===== src/rtl/output_buffer_sequencer.sv =====
// output_buffer_sequencer: maps write requests onto host buffer descriptors as bounded write commands
// Optional OUTPUT_BUF_STATS_EN adds the stat_buffers/stat_bytes counters.
module output_buffer_sequencer #(
    parameter int VADDR_BITS     = 48,
    parameter int LEN_BITS       = 28,
    parameter int MAX_XFER_BYTES = 4096
) (
    input  logic                  clk,
    input  logic                  rst_n,
    input  logic                  buf_valid,
    output logic                  buf_ready,
    input  logic [VADDR_BITS-1:0] buf_vaddr,
    input  logic [LEN_BITS-1:0]   buf_size,
    input  logic                  flush,
    input  logic                  req_valid,
    output logic                  req_ready,
    input  logic [LEN_BITS-1:0]   req_len,
    input  logic                  req_last,
    output logic                  cmd_valid,
    input  logic                  cmd_ready,
    output logic [VADDR_BITS-1:0] cmd_vaddr,
    output logic [LEN_BITS-1:0]   cmd_len,
    output logic                  done_valid,
    input  logic                  done_ready,
    output logic [VADDR_BITS-1:0] done_vaddr,
    output logic [LEN_BITS-1:0]   done_bytes,
    output logic                  done_end
`ifdef OUTPUT_BUF_STATS_EN
    ,
    output logic [31:0]           stat_buffers,
    output logic [63:0]           stat_bytes
`endif
);
    typedef enum logic [2:0] {IDLE, LOAD, ISSUE, COMPLETE, FLUSH} state_t;
    localparam logic [LEN_BITS-1:0] MAX_LEN = LEN_BITS'(MAX_XFER_BYTES);

    state_t state, state_nxt;
    logic cur_vld, req_lst, flush_pend;
    logic [VADDR_BITS-1:0] cur_base;
    logic [LEN_BITS-1:0] cur_size, cur_off, req_rem, buf_left, xfer_a, xfer, new_off, new_rem;

    assign buf_left = cur_size - cur_off;
    assign xfer_a   = req_rem < buf_left ? req_rem : buf_left;
    assign xfer     = xfer_a < MAX_LEN ? xfer_a : MAX_LEN;
    assign new_off  = cur_off + xfer;
    assign new_rem  = req_rem - xfer;

    always_ff @(posedge clk or negedge rst_n) begin
        if (!rst_n) state <= IDLE;
        else state <= state_nxt;
    end

    always_comb begin
        state_nxt  = state;
        buf_ready  = 1'b0;
        req_ready  = 1'b0;
        cmd_valid  = 1'b0;
        done_valid = 1'b0;
        case (state)
            IDLE: begin
                // rst_n gating keeps req_ready low while reset is held
                req_ready = rst_n && !flush_pend && !flush;
                if (flush || flush_pend) state_nxt = FLUSH;
                else if (req_valid)
                    state_nxt = req_len != '0 ? (cur_vld ? ISSUE : LOAD) : (req_last ? COMPLETE : IDLE);
            end
            LOAD: begin
                buf_ready = 1'b1;
                if (buf_valid && buf_size != '0) state_nxt = ISSUE;
            end
            ISSUE: begin
                cmd_valid = 1'b1;
                if (cmd_ready)
                    state_nxt = (new_off == cur_size || (new_rem == '0 && req_lst)) ? COMPLETE :
                                new_rem == '0 ? IDLE : ISSUE;
            end
            COMPLETE: begin
                done_valid = 1'b1;
                if (done_ready) state_nxt = req_rem != '0 ? LOAD : IDLE;
            end
            FLUSH: begin
                buf_ready = 1'b1;
                if (!buf_valid) state_nxt = IDLE;
            end
            default: state_nxt = IDLE;
        endcase
    end

    assign cmd_vaddr  = cmd_valid ? cur_base + VADDR_BITS'(cur_off) : '0;
    assign cmd_len    = cmd_valid ? xfer : '0;
    assign done_vaddr = done_valid && cur_vld ? cur_base : '0;
    assign done_bytes = done_valid && cur_vld ? cur_off : '0;
    assign done_end   = done_valid && req_lst && req_rem == '0;

    always_ff @(posedge clk or negedge rst_n) begin
        if (!rst_n) begin
            cur_vld    <= 1'b0;
            cur_base   <= '0;
            cur_size   <= '0;
            cur_off    <= '0;
            req_rem    <= '0;
            req_lst    <= 1'b0;
            flush_pend <= 1'b0;
        end else begin
            if (req_valid && req_ready) begin
                req_rem <= req_len;
                req_lst <= req_last;
            end
            if (state == LOAD && buf_valid && buf_size != '0) begin
                cur_base <= buf_vaddr;
                cur_size <= buf_size;
                cur_off  <= '0;
                cur_vld  <= 1'b1;
            end
            if (cmd_valid && cmd_ready) begin
                cur_off <= new_off;
                req_rem <= new_rem;
            end
            if (state == FLUSH || (done_valid && done_ready)) cur_vld <= 1'b0;
            // a flush seen mid-transfer waits until the block is back in IDLE
            if (state == FLUSH) flush_pend <= 1'b0;
            else if (flush && state != IDLE) flush_pend <= 1'b1;
        end
    end

`ifdef OUTPUT_BUF_STATS_EN
    always_ff @(posedge clk or negedge rst_n) begin
        if (!rst_n) begin
            stat_buffers <= '0;
            stat_bytes   <= '0;
        end else begin
            if (done_valid && done_ready && done_bytes != '0) stat_buffers <= stat_buffers + 32'd1;
            if (cmd_valid && cmd_ready) stat_bytes <= stat_bytes + 64'(cmd_len);
        end
    end
`endif
endmodule


===== config.mk =====
export PLATFORM = sky130hd
export DESIGN_NAME = output_buffer_sequencer
export DESIGN_NICKNAME = d
export VERILOG_FILES = /design/src/rtl/output_buffer_sequencer.sv
export SDC_FILE = /design/constraint.sdc
export NUM_CORES = 1
export LEC_CHECK = 0
export CORE_MARGIN = 5
export CORE_UTILIZATION = 55
export DETAILED_ROUTE_END_ITERATION = 6
export GPL_TIMING_DRIVEN = 1
export PLACE_DENSITY = 0.84
export SYNTH_ARGS = -nofsm -noshare
export SYNTH_HDL_FRONTEND = slang
export SYNTH_SLANG_ARGS = --single-unit

===== constraint.sdc =====
create_clock -name clk -period 18 [get_ports clk]
set_input_delay 4.5 -clock clk [delete_from_list [all_inputs] [get_ports clk]]
set_output_delay 4.5 -clock clk [all_outputs]
set_load 0.02 [all_outputs]

==> summary.md, run 1 <==
| Metric | Value |
|---|---|
| Status | complete, no violations |
| First-pass GRT wire length | ~75 mm |
| Ports | ~270 |
| Worst-path clk slew | approximately 0.070 ns |
| Post-synthesis register bit count | 138 |
| Cell taking the most area after synthesis | dfrtp_1 |
| Hold_sp | cur_base[13] |
| Global route overflow | 0 |
| CP Launch Type | flop |
| Post-synthesis sequential area ratio | 0.2404 |
| Critical Path AT | about 7.0 ns |
| N_diodes | 0 |
| Final Max Slew Viols | 0 |
| Number of flops mapped to enable cells by yosys | 0 |
| Cell family with most CP delay | compound AO/OA/AOI/OAI gates |
| FF-to-FF setup slack | 7.79 ns |
| Primary FF master, synth | dfrtp_1 |
| Critical Path RT | 13.50 ns |
| Most frequent cells after synthesis | dfrtp_1 (138), ha_1 (136), nor2_1 (129), o21ai_0 (113), a21oi_1 (110) |
| Clk sink count | between 100 and 150 |
| Post-synthesis cell area | 14370 um2 |
| Placed inst area | between 15000 and 20000 um2 |
| Die height | roughly 170 um |
| Final net count | 2222 |
| Min-Delay Endpoint | cur_base[13] |
| Crit path buffers/inverters | 6 |
| Worst slack, placed | 7.039 ns |
| Avg WL per Cell | between 20 and 25 um |
| WL final | 48.25 mm |
| Largest net degree at the start of global routing | between 70 and 80 |
| P per Cell Area | between 150 and 200 nW/um2 |
| Starting Density | 0.5544 |
| RR Startpoint | cur_size[0] |
| Core Region | 25910 um2 |
| # DRC | 0 |
| Worst min-delay path class | flop to flop |
| Worst-skew pair later-pin latency | about 0.44 ns |
| Fin. Hold Viols | 0 |
| Setup Viol. Count Final | 0 |
| Final GP Congestion | a little under 1 |
| TritonCTS Buffers | 17 |
| P_leak | 7.672 nW |
| Core Rows | slightly below 60 |
| Die Area | around 29000 um2 |
| Max transition margin | 0.1926 |
| RSZ-0062 raised after global routing | no |
| Async SR Flop Fraction | 1.000 |
| DR vias | 14.43k |
| Setup TNS | 0 ns |
| FF-to-FF End | state[1] |
| Setup ws final | between 6 and 7 ns |
| Post-route ant nets | 0 |
| Worst setup EP type | output port |
| Least-Margin Pin Slew | around 1.2 ns |
| PostCTS Resize Cnt | 0 |
| Most frequent CP cell | inv_1 |
| Initial antenna violation count | 1 |
| MaxCap Viol Count | 0 |
| Max Buffers Root-to-Sink | 2 |
| Die W | ~170 um |
| Hold slack final | ~0.54 ns |
| Layout cells sized above 1 | 0.07312 |
| Core Util, Final | 0.6861 |
| CTS tree | done |
| Clock skew | between 0.01 and 0.015 ns |
| Post-synth top area share | 0.2404 |
| Routed vias/inst | a little over 6 |
| Drt first pass iters | 5 |
| Number of DRC markers in iteration 0 | 1560 |
| Maximum vdd drop | 0.0001169 V |
| Largest cells by area after synthesis | dfrtp_1 (24%), ha_1 (12%), mux2_2 (6.0%), xnor2_1 (4.3%), and2_1 (4.1%) |
| Hold-fix buffers, CTS | 0 |
| Final Cycle Share | 0.6397 |
| Postcts setup bufs | 0 |
| Number of unique standard cell types used by synthesis | 74 |
| Synth-to-layout area growth | 23.75% |
| Htree depth | 4 |
| CP Max Fanout | 38 |
| All-layer global routing usage | 0.3219 |
| Syn_area_per_cell | about 8.3 um2 |
| Slowest cell on crit path | clkdlybuf4s50_1 |
| Warnings, synthesis | 0 |
| Root Buffer | clkbuf_16 |
| Peak per-stage delay on the critical path | 0.64 ns |
| Cells after synthesis | approximately 1.7k |
| Min Tclk post-route | 11.51 ns |
| Fin area | 17780 um2 |
| Vias in the first global route | 13.60k |
| Max Fclk | ~87 MHz |
| Reg2reg path depth | 36 |
| PortBufs | about 250 |
| WHS Path Cells | 1 |
| DP HPWL | ~37 mm |
| Crit path kind | flop to output port |
| Most common cell in the netlist | dfrtp_1 |
==> stage by stage <==
step,power (mW),std cells
floorplan,2.241,1770
global placement,2.783,2286
detailed placement,2.834,2286
CTS,3.226,2318
global route,3.545,2318
finish,3.276,2318
==> sequential cells by signal (all words and copies together) (netlist names) <==
register and flops:
cur_vld 1, req_lst 1, cur_base 48, cur_off 28, cur_size 28, flush_pend 1
state 3, req_rem 28
==> cell families after synthesis <==
family          Yosys count  synth area share
flops                   138            0.2404
compound gates          471            0.2146
mux                      84           0.06524
simple gates            610            0.2227
buf+inv                 156           0.04651
xor+xnor                128           0.08597
fa+ha+maj               140            0.1240
other cells               2         0.0005228
==> metal layers <==
layer	global-route usage	share of wire	vias up
li1	-	-	6797
met1	0.4488	0.44	6953
met2	0.5205	0.46	590
met3	0.04735	0.074	91
met4	0.09611	0.029	0
met5	0	0	-
==> worst register-to-register path: cells and delay by family (launching register included) <==
family,cells,cell delay (ns)
xor gates and xnor gates,2,0.43
DFF,1,0.41
buffers and inverters,5,0.75
adders and majority gates,4,1.21
and+or+nand+nor,9,2.90
AOI/OAI and AO/OA,16,4.41
==> cells in the final DEF (no fill, tap or decap), drive strengths merged, types with 28 or more instances in the layout <==
master / n
a21o: 45
a21oi: 110
and2: 94
clkdlybuf4s50: 252
conb: 43
dfrtp: 138
ha: 136
inv: 75
mux2: 77
nand2: 98
nand2b: 28
nand3: 61
nand4: 28
nor2: 129
nor3: 44
o21ai: 113
xnor2: 70
xor2: 50
==> worst max-delay path by stage <==
stage	startpoint	to	slack (ns)	cells after the start
after global placement	cur_size[0]	cmd_len[7]	7.31	25
after detailed placement	cur_size[0]	cmd_len[7]	7.04	25
final	cur_size[0]	cmd_len[7]	6.49	25
after floorplan	cur_size[0]	cmd_len[10]	8.32	23
after global routing	cur_size[0]	cmd_len[10]	5.84	25
after CTS	cur_size[0]	cmd_len[7]	6.50	25
==> final cells by class <==
| class | instances | area (um2) |
|---|---|---|
| Multi-Input combinational cell | 1476 | 10400 |
| Fill cell | 2166 | 8134 |
| Sequential cell | 138 | 3453 |
| Timing Repair Buffer | 267 | 2639 |
| Clock buffer | 18 | 439.2 |
| Tap cell | 335 | 419.2 |
| Inverter | 70 | 262.8 |
| Clock inverter | 14 | 160.2 |
==> power by group <==
| group | switching [mW] | leakage [nW] | internal [mW] | total, mW |
|---|---|---|---|---|
| Combinational | 1.29 | 5.66 | 0.977 | 2.26 |
| Clock | 0.159 | 0.286 | 0.211 | 0.370 |
| Sequential | 0.198 | 1.72 | 0.445 | 0.643 |
| Total | 1.64 | 7.67 | 1.63 | 3.28 |
Power figures use the tool's default switching activity.
==> run 2: changes to the inputs <==
--- a/config.mk
+++ b/config.mk
@@ -6,10 +6,10 @@
 export NUM_CORES = 1
 export LEC_CHECK = 0
 export CORE_MARGIN = 5
-export CORE_UTILIZATION = 55
+export CORE_UTILIZATION = 54
 export DETAILED_ROUTE_END_ITERATION = 6
 export GPL_TIMING_DRIVEN = 1
-export PLACE_DENSITY = 0.84
+export PLACE_DENSITY = 0.82
 export SYNTH_ARGS = -nofsm -noshare
 export SYNTH_HDL_FRONTEND = slang
 export SYNTH_SLANG_ARGS = --single-unit
==> constraint.sdc (replaced) <==
create_clock -name clk -period 11.9 [get_ports clk]
set_input_delay 2.975 -clock clk [delete_from_list [all_inputs] [get_ports clk]]
set_output_delay 2.975 -clock clk [all_outputs]
set_load 0.02 [all_outputs]
==> run 2 against run 1 <==
Sequential power grew 53%. Sequential share of layout area is essentially flat. Power is 52% higher. Clock skew rose by 0.0087 ns. Cell count about the same. Non-clock buffer count shrank 1. Worst setup slack got worse by 5.1 ns. Global-route usage is 0.86 points lower. Via count is 0.19% higher. Die area is 1.7% higher. Critical path depth grew 13. Register-to-register slack worse by 6.4 ns.
==> summary.md, run 2 (synthesized netlist as in run 1, its figures left out) <==
| Metric | Value |
|---|---|
| Status | complete, no violations |
| P_leak | 7.667 nW (about the same) |
| Met1 Use GR | 0.4468 (-0.001988) |
| MaxCap Viol Count | 0 (unchanged) |
| Min Tclk post-route | roughly 11 ns |
| Worst-path clk slew | 0.07 ns (about the same) |
| Most frequent CP cell | inv_1 |
| Final Max Slew Viols | 0 (unchanged) |
| TritonCTS Buffers | 17 (unchanged) |
| WL final | 48.79 mm (+1.1%) |
| Final GP Congestion | 0.9835 (+0.33%) |
| N_diodes | 0 (unchanged) |
| WHS Path Cells | 2 (+1) |
| Crit path kind | flop to flop |
| CP Launch Type | flop |
| Placed insts | 2285 (-0.044%) |
| Largest net degree at the start of global routing | 82 (+6.5%) |
| Layout cells sized above 1 | 0.07265 (-0.0004676) |
| Met3 usage | 0.04017 (-0.007171) |
| Slowest cell on crit path | a2111oi_0 |
| Critical Path AT | 10.85 ns (+3.84 ns) |
| Reg2reg path depth | 38 (+5.6%) |
| Global route overflow | 0 (unchanged) |
| Die Area | 29960 um2 (+1.7%) |
| Worst min-delay path class | flop to flop |
| Initial antenna violation count | 0 (-1) |
| DR vias | 14.46k (+0.19%) |
| Max transition margin | 0.2028 (+0.01027) |
| Post-route ant nets | 0 (unchanged) |
| Clock skew | 0.02214 ns (+0.008722 ns) |
| Htree depth | 4 (unchanged) |
| FF-to-FF End | state[1] |
| Peak per-stage delay on the critical path | 0.74 ns (+0.10 ns) |
| Max Fclk | approximately 95 MHz |
| Vias in the first global route | 13.83k (+1.7%) |
| Max reg flops | 48 (unchanged) |
| RR Startpoint | cur_size[0] |
| RSZ-0062 raised after global routing | no |
| All-layer global routing usage | 0.3133 (-0.008610) |
| CTS tree | done |
| Commonest non-fill, non-tap cell in the layout | clkdlybuf4s50_1 |
| Largest reg by FF count | cur_base |
| Met2 GRT Util | 0.5091 (-0.01137) |
| Core Rows | 59 (unchanged) |
| Core Region | 26130 um2 (+0.85%) |
| Ports | 269 (unchanged) |
| Worst setup EP type | flop |
| P per Cell Area | 280.9 nW/um2 (+52%) |
| Postcts setup bufs | 0 (unchanged) |
| FF-to-FF setup slack | 1.39 ns (-6.40 ns) |
| First-pass GRT wire length | 76.25 mm (+2.0%) |
| Hold-fix buffers, CTS | 0 (unchanged) |
| Number of DRC markers in iteration 0 | 1397 (-10%) |
| Clk sink count | 138 (unchanged) |
| Drt first pass iters | 6 (+1) |
| Min-Delay Endpoint | req_lst |
| # DRC | 0 (unchanged) |
| Final Cycle Share | 0.8833 |
| Final cell count without fillers | 2317 (-0.043%) |
| DP HPWL | 38.32 mm (+2.6%) |
| Hold slack final | 0.5391 ns (+0.0004700 ns) |
| Fin. Hold Viols | 0 (unchanged) |
| Worst-skew pair later-pin latency | 0.44 ns (about the same) |
| Maximum vdd drop | 0.0002434 V (+110%) |
| Synth-to-layout area growth | 23.68% (about the same) |
| CP Max Fanout | 24 (-37%) |
| PostCTS Resize Cnt | 0 (unchanged) |
| Root Buffer | clkbuf_16 |
| Setup Viol. Count Final | 0 (unchanged) |
| Avg WL per Cell | 21.06 um (+1.2%) |
| Die W | 173.1 um (+0.87%) |
| Commonest non-fill, non-tap cells in the layout | clkdlybuf4s50_1 (252), dfrtp_1 (138), ha_1 (136) |
| GR peak layer | met2 |
| Routed vias/inst | 6.240 (+0.24%) |
| Max Buffers Root-to-Sink | 2 (unchanged) |
| Hold_sp | req_lst |
| Least-Margin Pin Slew | 1.196 ns (-0.01541 ns) |
| Starting Density | 0.5497 (-0.004698) |
| Final net count | 2221 (-0.045%) |
| Critical Path RT | 12.24 ns (-1.26 ns) |
| Die height | 173.1 um (+0.87%) |
| PortBufs | 253 (unchanged) |
| Setup TNS | 0 ns (unchanged) |
run 2: cell types whose count changed in the layout (fill, tap and decap cells not counted), sizes merged:
cell / before / now
inv: 75 / 76
buf: 15 / 14
clkinv: 4 / 3
run 2: metrics by stage:
| step | total power, mW | setup slack (ns) | util | cell area (um2) |
|---|---|---|---|---|
| after floorplan | 3.390 | 3.740 | - | 14520 |
| after global placement | 4.262 | 2.187 | 0.6570 | 17170 |
| after detailed placement | 4.323 | 1.756 | 0.6570 | 17170 |
| after CTS | 4.911 | 1.506 | 0.6799 | 17770 |
| after global routing | 5.378 | 0.8164 | 0.6799 | 17770 |
| final | 4.991 | 1.389 | 0.6799 | 17770 |
run 2: area by class of cell:
class | instances | area, um2
Fill cell | 2223 | 8366
Multi-Input combinational cell | 1476 | 10400
Tap cell | 335 | 419.2
Clock buffer | 18 | 439.2
Timing Repair Buffer | 266 | 2631
Inverter | 70 | 262.8
Clock inverter | 14 | 157.7
Sequential cell | 138 | 3453
run 2: power breakdown:
part	internal, mW	switching (mW)
registers	0.673	0.307
clock network	0.319	0.241
logic	1.48	1.97
run 2: worst max-delay path, delay by kind of cell, from the launching register on:
family / cells / cell delay (ns)
buffers and inverters: 6 / 0.83
AND/OR/NAND/NOR: 12 / 3.07
adder cells (fa/ha/maj): 5 / 1.63
XOR/XNOR: 2 / 0.34
AO/OA/AOI/OAI: 13 / 4.12
flip-flops: 1 / 0.40
run 2: per-layer routing:
layer,routed length (um),share of wire
met5,0,0
met4,937,0.019
met3,3369,0.069
met2,22440,0.46
met1,22050,0.45
run 2: how the worst max path moves through the flow:
stage | start | slack, ns | endpoint | depth (start not counted)
finish | cur_size[0] | 1.39 | state[1] | 38
detailed placement | cur_size[0] | 1.76 | state[1] | 38
CTS | cur_size[0] | 1.51 | cmd_len[1] | 25
global route | cur_size[0] | 0.82 | state[1] | 36
global placement | cur_size[0] | 2.19 | state[1] | 38
floorplan | cur_size[0] | 3.74 | cmd_len[10] | 23
